$ cat config.mk
export PLATFORM = sky130hd
export DESIGN_NAME = tile_rom_arbiter_flat
export DESIGN_NICKNAME = d
export VERILOG_FILES = /design/src/rtl/tile_rom_arbiter_if.sv /design/src/rtl/tile_rom_arbiter.sv /design/src/flat_wrapper.sv
export SDC_FILE = /design/constraint.sdc
export NUM_CORES = 1
export LEC_CHECK = 0
export CAP_MARGIN = 25
export CELL_PAD_IN_SITES_DETAIL_PLACEMENT = 0
export CELL_PAD_IN_SITES_GLOBAL_PLACEMENT = 1
export CORE_MARGIN = 4
export CORE_UTILIZATION = 22
export CTS_CLUSTER_SIZE = 28
export DETAILED_ROUTE_END_ITERATION = 7
export GPL_ROUTABILITY_DRIVEN = 0
export PLACE_DENSITY = 0.82
export RECOVER_POWER = 50
export SYNTH_ARGS = -nofsm -noshare
export SYNTH_HDL_FRONTEND = slang
export SYNTH_SLANG_ARGS = --single-unit
$ cat constraint.sdc
create_clock -name Clk -period 2.9 [get_ports Clk]
set_input_delay 0.58 -clock Clk [delete_from_list [all_inputs] [get_ports Clk]]
set_output_delay 0.58 -clock Clk [all_outputs]
set_load 0.03 [all_outputs]
$ cat src/rtl/tile_rom_arbiter_if.sv
// Request, ROM and response signals shared by the tile ROM arbiter and its neighbours.
// The arbiter takes the slave modport; requesters, ROM and consumers together form the master side.
interface tile_rom_arbiter_if #(
  parameter int unsigned ADDR_W = 9,
  parameter int unsigned DATA_W = 24
);
  logic              req0_valid;
  logic [4:0]        req0_x;
  logic [4:0]        req0_y;
  logic              req0_ready;
  logic              req1_valid;
  logic [4:0]        req1_x;
  logic [4:0]        req1_y;
  logic              req1_ready;
  logic [ADDR_W-1:0] rom_addr;
  logic [DATA_W-1:0] rom_data;
  logic              rsp_valid;
  logic              rsp_id;
  logic [DATA_W-1:0] rsp_data;

  modport slave (
    input  req0_valid, req0_x, req0_y, req1_valid, req1_x, req1_y, rom_data,
    output req0_ready, req1_ready, rom_addr, rsp_valid, rsp_id, rsp_data
  );

  modport master (
    output req0_valid, req0_x, req0_y, req1_valid, req1_x, req1_y, rom_data,
    input  req0_ready, req1_ready, rom_addr, rsp_valid, rsp_id, rsp_data
  );
endinterface

$ cat src/rtl/tile_rom_arbiter.sv
// Round-robin sharing of one registered-read tile colour ROM between two texel requesters,
// with (x,y) to linear address conversion, out-of-range masking and id-tagged responses.
module tile_rom_arbiter #(
  parameter int unsigned             TILE_W    = 20,
  parameter int unsigned             TILE_H    = 20,
  parameter int unsigned             ADDR_W    = 9,
  parameter int unsigned             DATA_W    = 24,
  parameter logic [DATA_W-1:0]       OOR_COLOR = '0
) (
  input logic               Clk,
  input logic               Reset,
  tile_rom_arbiter_if.slave bus
);

  logic              grant0;
  logic              grant1;
  logic              rr_q;
  logic [4:0]        sel_x;
  logic [4:0]        sel_y;
  logic              sel_oor;
  logic [ADDR_W-1:0] lin_addr;

  logic              s1_valid_q;
  logic              s1_id_q;
  logic              s1_oor_q;
  logic [ADDR_W-1:0] rom_addr_q;
  logic              s2_valid_q;
  logic              s2_id_q;
  logic              s2_oor_q;

  // rr_q names the port that wins when both request in the same cycle.
  always_comb begin
    grant0 = 1'b0;
    grant1 = 1'b0;
    if (!Reset) begin
      if (bus.req0_valid && (!bus.req1_valid || !rr_q)) begin
        grant0 = 1'b1;
      end else if (bus.req1_valid) begin
        grant1 = 1'b1;
      end
    end
  end

  always_comb begin
    sel_x    = grant1 ? bus.req1_x : bus.req0_x;
    sel_y    = grant1 ? bus.req1_y : bus.req0_y;
    sel_oor  = (32'(sel_x) >= TILE_W) || (32'(sel_y) >= TILE_H);
    lin_addr = ADDR_W'(sel_y) * ADDR_W'(TILE_W) + ADDR_W'(sel_x);
  end

  always_ff @(posedge Clk or posedge Reset) begin
    if (Reset) begin
      rr_q       <= 1'b0;
      s1_valid_q <= 1'b0;
      s1_id_q    <= 1'b0;
      s1_oor_q   <= 1'b0;
      rom_addr_q <= '0;
      s2_valid_q <= 1'b0;
      s2_id_q    <= 1'b0;
      s2_oor_q   <= 1'b0;
    end else begin
      s1_valid_q <= grant0 | grant1;
      s1_id_q    <= grant1;
      s1_oor_q   <= sel_oor;
      // Out-of-range requests leave the ROM address alone; their data is masked later.
      if ((grant0 || grant1) && !sel_oor) begin
        rom_addr_q <= lin_addr;
      end
      if (grant0 || grant1) begin
        rr_q <= grant0;
      end
      s2_valid_q <= s1_valid_q;
      s2_id_q    <= s1_id_q;
      s2_oor_q   <= s1_oor_q;
    end
  end

  assign bus.req0_ready = grant0;
  assign bus.req1_ready = grant1;
  assign bus.rom_addr   = rom_addr_q;
  assign bus.rsp_valid  = s2_valid_q;
  assign bus.rsp_id     = s2_id_q;
  assign bus.rsp_data   = s2_oor_q ? OOR_COLOR : bus.rom_data;

endmodule

$ cat src/flat_wrapper.sv
// flat-port wrapper written by rule: the top's interface ports become plain ports
module tile_rom_arbiter_flat 
#(
  parameter int unsigned             TILE_W    = 20,
  parameter int unsigned             TILE_H    = 20,
  parameter int unsigned             ADDR_W    = 9,
  parameter int unsigned             DATA_W    = 24,
  parameter logic [DATA_W-1:0]       OOR_COLOR = '0
)
  (Clk, Reset, bus_req0_valid, bus_req0_x, bus_req0_y, bus_req1_valid, bus_req1_x, bus_req1_y, bus_rom_data, bus_req0_ready, bus_req1_ready, bus_rom_addr, bus_rsp_valid, bus_rsp_id, bus_rsp_data);
  tile_rom_arbiter_if #(.ADDR_W(ADDR_W), .DATA_W(DATA_W)) bus_i ();
  input logic Clk;
  input logic Reset;
  input wire logic [$bits(bus_i.req0_valid)-1:0] bus_req0_valid;
  input wire logic [$bits(bus_i.req0_x)-1:0] bus_req0_x;
  input wire logic [$bits(bus_i.req0_y)-1:0] bus_req0_y;
  input wire logic [$bits(bus_i.req1_valid)-1:0] bus_req1_valid;
  input wire logic [$bits(bus_i.req1_x)-1:0] bus_req1_x;
  input wire logic [$bits(bus_i.req1_y)-1:0] bus_req1_y;
  input wire logic [$bits(bus_i.rom_data)-1:0] bus_rom_data;
  output wire logic [$bits(bus_i.req0_ready)-1:0] bus_req0_ready;
  output wire logic [$bits(bus_i.req1_ready)-1:0] bus_req1_ready;
  output wire logic [$bits(bus_i.rom_addr)-1:0] bus_rom_addr;
  output wire logic [$bits(bus_i.rsp_valid)-1:0] bus_rsp_valid;
  output wire logic [$bits(bus_i.rsp_id)-1:0] bus_rsp_id;
  output wire logic [$bits(bus_i.rsp_data)-1:0] bus_rsp_data;
  assign bus_i.req0_valid = bus_req0_valid;
  assign bus_i.req0_x = bus_req0_x;
  assign bus_i.req0_y = bus_req0_y;
  assign bus_i.req1_valid = bus_req1_valid;
  assign bus_i.req1_x = bus_req1_x;
  assign bus_i.req1_y = bus_req1_y;
  assign bus_i.rom_data = bus_rom_data;
  assign bus_req0_ready = bus_i.req0_ready;
  assign bus_req1_ready = bus_i.req1_ready;
  assign bus_rom_addr = bus_i.rom_addr;
  assign bus_rsp_valid = bus_i.rsp_valid;
  assign bus_rsp_id = bus_i.rsp_id;
  assign bus_rsp_data = bus_i.rsp_data;
  tile_rom_arbiter #(.TILE_W(TILE_W), .TILE_H(TILE_H), .ADDR_W(ADDR_W), .DATA_W(DATA_W), .OOR_COLOR(OOR_COLOR)) u_core (.Clk(Clk), .Reset(Reset), .bus(bus_i));
endmodule
# Word level (Yosys, flattened, before mapping)
# Index checks and enable logic that the tools add are counted.
# totals
ff_bits	16
input_bits	48
elab_cells	29
out_inout_bits	37
# op_classes
addsub	1
magnitude_cmp	2
muxes	8
bitwise_logic	1
n_mul	1
n_reduce_logical	8
# ops
operator	count
2-to-1 mux 24 bit	1
greater-or-equal comparator 5 bit (second input constant)	2
2-to-1 mux 5 bit	2
adder 9 x 5 -> 9 bit	1
multiplier 5 x 3 -> 7 bit (second input constant)	1
2-to-1 mux 1 bit	5
logical NOT 1 bit	3
logical OR 1 bit	3
logical AND 1 bit	2
OR 1 bit	1

# Logic depth before layout (Yosys ltp)
# depth
word_depth	10
depth_mapped	14
ltp_nobuf	14

# Worst setup path after synthesis
# Ideal clock, no wire load.
# synth_path
path_kind	input-to-reg
start	input Reset
end	register u_core.rom_addr_q[8] (netlist: u_core.bus.rom_addr[8])
path_stages	12
path_buffers	0
required_time_ns	2.774
slack_ns	-0.654
setup_time_ns	0.126
arrival_ns	3.428
path_cell_list	nand2b_4 or2_4 inv_2 mux2i_1 xor2_1 ha_1 fa_1 nand2_1 o21bai_1 nor3b_1 o32a_1 o311a_1
# synth_via
elab_chain_len	6
word_cells_on_any_way	12
cone_classes	1 x add/sub; 1 x mul; 2 x order compare; 4 x mux; 4 x reduce/logical
# synth_lines
item	line_no	rtl
start: declaration	flat_wrapper.sv:13	input logic Reset;
2-to-1 mux 1 bit *	tile_rom_arbiter.sv:35	if (!Reset) begin
via bus_req1_ready	flat_wrapper.sv:22	output wire logic [$bits(bus_i.req1_ready)-1:0] bus_req1_ready;
parallel branches: the longest is 5 deep, another holds adder 9 x 5 -> 9 bit	-	
end signal: assignment	tile_rom_arbiter.sv:67	rom_addr_q <= lin_addr;
end: declaration	tile_rom_arbiter.sv:26	logic [ADDR_W-1:0] rom_addr_q;
# Mark *: on every way through the listed nets, which the timed path passes.
# A chain may end at the register's enable or synchronous reset.

# Worst setup path in the final report
# layout_path
start	input bus_req0_valid
end	register u_core.rom_addr_q[8] (netlist: u_core.bus.rom_addr[8])
# layout_via
elab_chain_len	8
word_cells_on_any_way	15
cone_classes	1 x add/sub; 1 x mul; 2 x order compare; 6 x mux; 5 x reduce/logical
# layout_lines
item	line_no	rtl
start: declaration	flat_wrapper.sv:14	input wire logic [$bits(bus_i.req0_valid)-1:0] bus_req0_valid;
logical AND 1 bit *	tile_rom_arbiter.sv:36	if (bus.req0_valid && (!bus.req1_valid || !rr_q)) begin
parallel branches: the longest is 7 deep, another holds adder 9 x 5 -> 9 bit	-	
# Every way passes the cells marked *.

==> flow_summary.json <==
{
  "io_buffers": 84,
  "holdWs_ns": 0.350,
  "clkTransAtPathRegs_ns": 0.06,
  "startpoint_type": "primary input",
  "r2r_slack_ns": -0.14,
  "synth_cells": 135,
  "die_w_microns": 83.1,
  "rsz0062_at_grt": "true",
  "worst_ep_arrival_time_ns": 3.24,
  "fin_skew_ns": 0.00202,
  "syn_nets": 193,
  "n_fill_cell": 556,
  "crit_type": "in -> reg",
  "leakagePower_nw": 1.08,
  "timing.slew.headroom_pct": 43.3,
  "hold_path.class": "reg -> reg",
  "setup_viol": 1,
  "drv_slew": 0,
  "synth_flop_cell": "dfrtp_1",
  "die_h_microns": 83.1,
  "max_stage_delay_ns": 0.43,
  "final_hold_viol_count": 0,
  "die_area_sq_um": 6910,
  "end_kind": "flop",
  "cts_tree": "done",
  "layout-drive-gt1-share_pct": 23.2,
  "cp_top_family": "compound AO/OA/AOI/OAI gates",
  "drtAntennaViolNets": 0,
  "cp_common_cell": "buf_6",
  "syn-cell-area_sq_um": 1240,
  "numCtsBuffers": 3,
  "worst_slew_pin_slew_ns": 0.851,
  "viasPerCell": 4.31,
  "violations": "negative setup slack",
  "synth_edf_count": 0,
  "drc": 0,
  "initial_core_util_pct": 22.7,
  "ys_types": 34,
  "avgRoutedWirePerCell_microns": 11.9,
  "power.density_nw_per_um2": 484,
  "cts_hold_buf": 0,
  "wl_mm": 3.80,
  "grt_usage_pct": 10.9,
  "cp_num_buf_inv": 3,
  "fin_tns_setup_ns": -0.207,
  "grt_antenna_before_repair": 0,
  "vias": 1370,
  "syn2layout_area_growth_pct": 98.9,
  "status": "finished, violations left",
  "crit_slowest_cell": "fa_1",
  "clock_sinks": 16,
  "hpwl_mm": 3.29,
  "overflow": 0,
  "cts-root-buf": "clkbuf_8",
  "synth_warnings": 0,
  "insertion_delay_ns": 0.25,
  "n_antenna_cell": 0,
  "fin_crit_ns": 3.11,
  "worst-path-max-fanout": 6,
  "grt_pass1_wl_mm": 6.17,
  "syn_avg_cell_area_sq_um": 9.19,
  "max_freq_mhz": 322,
  "grt_pass1_vias": 1348,
  "worstPathRequired_ns": 3.03,
  "nets": 306,
  "yosysSeqAreaShare_pct": 32.3,
  "ir_drop_mv": 0.198,
  "cp_cell_sequence": "buf_6 > nor2b_4 > or2_4 > inv_8 > mux2i_4 > xor2_1 > ha_2 > fa_1 > nand2_1 > o21bai_4 > buf_6 > o21ai_2 > o32a_1 > o311a_1",
  "min_period_over_period_pct": 107,
  "htree_levels": 1,
  "async_flop_share_pct": 100,
  "cts_buffer_depth": 2,
  "ys_seq_elements": 16,
  "first_pass_iters": 5,
  "setup_slack_ns": -0.207,
  "drt_iter0_markers": 42,
  "rows": 27,
  "cap_violations": 0,
  "core-area_sq_um": 5470,
  "ios": 85,
  "grt_max_degree": 25
}
## layout by cell type, fill, tap and decap left out, types with 2 or more instances in the layout
master,n
nor2_1,5
fa_1,2
clkdlybuf4s50_1,79
o21ai_2,4
o21ai_0,7
mux2_4,2
a21oi_1,3
nand2b_1,2
ha_1,6
nand2_1,20
clkbuf_4,2
buf_4,26
inv_1,6
clkbuf_8,3
mux2i_1,3
xor2_1,5
mux2i_4,2
buf_6,3
nor2b_1,24
dfrtp_1,16
nand2_2,2
## worst paths after layout
| check | from | endpoint | depth (start not counted) |
|---|---|---|---|
| max in group asynchronous | Reset | u_core.bus.rsp_id$_DFF_PP0_ | 5 |
| max | bus_req0_valid | u_core.bus.rom_addr[8]$_DFFE_PP0P_ | 14 |
| min in group asynchronous | Reset | u_core.bus.rom_addr[0]$_DFFE_PP0P_ | 5 |
| min reg2reg | u_core.s1_valid_q$_DFF_PP0_ | u_core.bus.rsp_valid$_DFF_PP0_ | 0 |
| min | u_core.s1_valid_q$_DFF_PP0_ | u_core.bus.rsp_valid$_DFF_PP0_ | 0 |
| max reg2reg | u_core.rr_q$_DFFE_PP0N_ | u_core.bus.rom_addr[8]$_DFFE_PP0P_ | 11 |
## sequential cells by signal (all words and copies together) (netlist names)
signal / flops
u_core.bus.rsp_valid: 1
u_core.s1_oor_q: 1
u_core.s2_oor_q: 1
u_core.bus.rom_addr: 9
u_core.bus.rsp_id: 1
u_core.rr_q: 1
u_core.s1_id_q: 1
u_core.s1_valid_q: 1
## final cells by class
class | count | area (sq um) | area share [%]
Clock buffer | 3 | 41.3 | 1.67
Inverter | 7 | 33.8 | 1.37
Multi-Input combinational cell | 108 | 860 | 34.8
Sequential cell | 16 | 400 | 16.2
Tap cell | 72 | 90.1 | 3.65
Timing Repair Buffer | 112 | 1040 | 42.3
## repair_timing
action	4_1_cts	5_1_grt
setup buffers	3	4
hold endpoints to repair	0	0
pin swaps	6	7
cloned	0	0
setup endpoints to repair	1	1
resized for setup	15	8
## cells by family after synthesis
family / after synthesis / share of synthesized area, %
AND/OR/NAND/NOR: 62 / 27.0
AO/OA/AOI/OAI: 22 / 13.1
flip-flops: 16 / 32.3
buffers and inverters: 11 / 4.54
adder cells (fa/ha/maj): 10 / 11.3
multiplexers: 8 / 7.56
XOR/XNOR: 6 / 4.23
## routing by layer
layer	wire, microns	vias to the layer above	GRT usage, %
met3	324	4	1.98
met1	1770	614	13.8
li1	-	673	-
met4	55	0	4.46
met2	1640	79	18.1
met5	0	-	0
## metrics by stage
step / power (mW) / area (sq um) / setup slack (ns) / util (%) / std cells
after floorplan: 0.698 / 1290 / -0.398 / - / 135
after global placement: 1.00 / 2340 / -0.815 / 42.8 / 308
after detailed placement: 1.01 / 2340 / -0.877 / 42.8 / 308
after CTS: 1.18 / 2420 / -0.301 / 44.1 / 314
after global routing: 1.28 / 2470 / -0.331 / 45.1 / 318
final: 1.19 / 2470 / -0.207 / 45.1 / 318
## power breakdown
part	internal, mW	total (mW)	leakage (nW)	switching [mW]
clock network	0.0921	0.163	0.0216	0.0713
logic	0.365	0.713	0.860	0.348
registers	0.280	0.319	0.196	0.0388
## synth_stat cells (2+ instances only)
library cell  count  area, sq um
o21ai_0           8         40.0
nand2_1          22         82.6
o21ai_2           3         26.3
inv_1             6         22.5
mux2_4            2         30.0
nor2_1            5         18.8
a21oi_1           3         15.0
xor2_1            5         43.8
nand2b_1          2         12.5
clkbuf_1          2         7.51
mux2i_1           5         50.1
ha_1              8          100
nor2b_1          26          163
dfrtp_1          16          400
fa_1              2         40.0
buf_6             2         22.5
(Power assumes the default switching activity.)
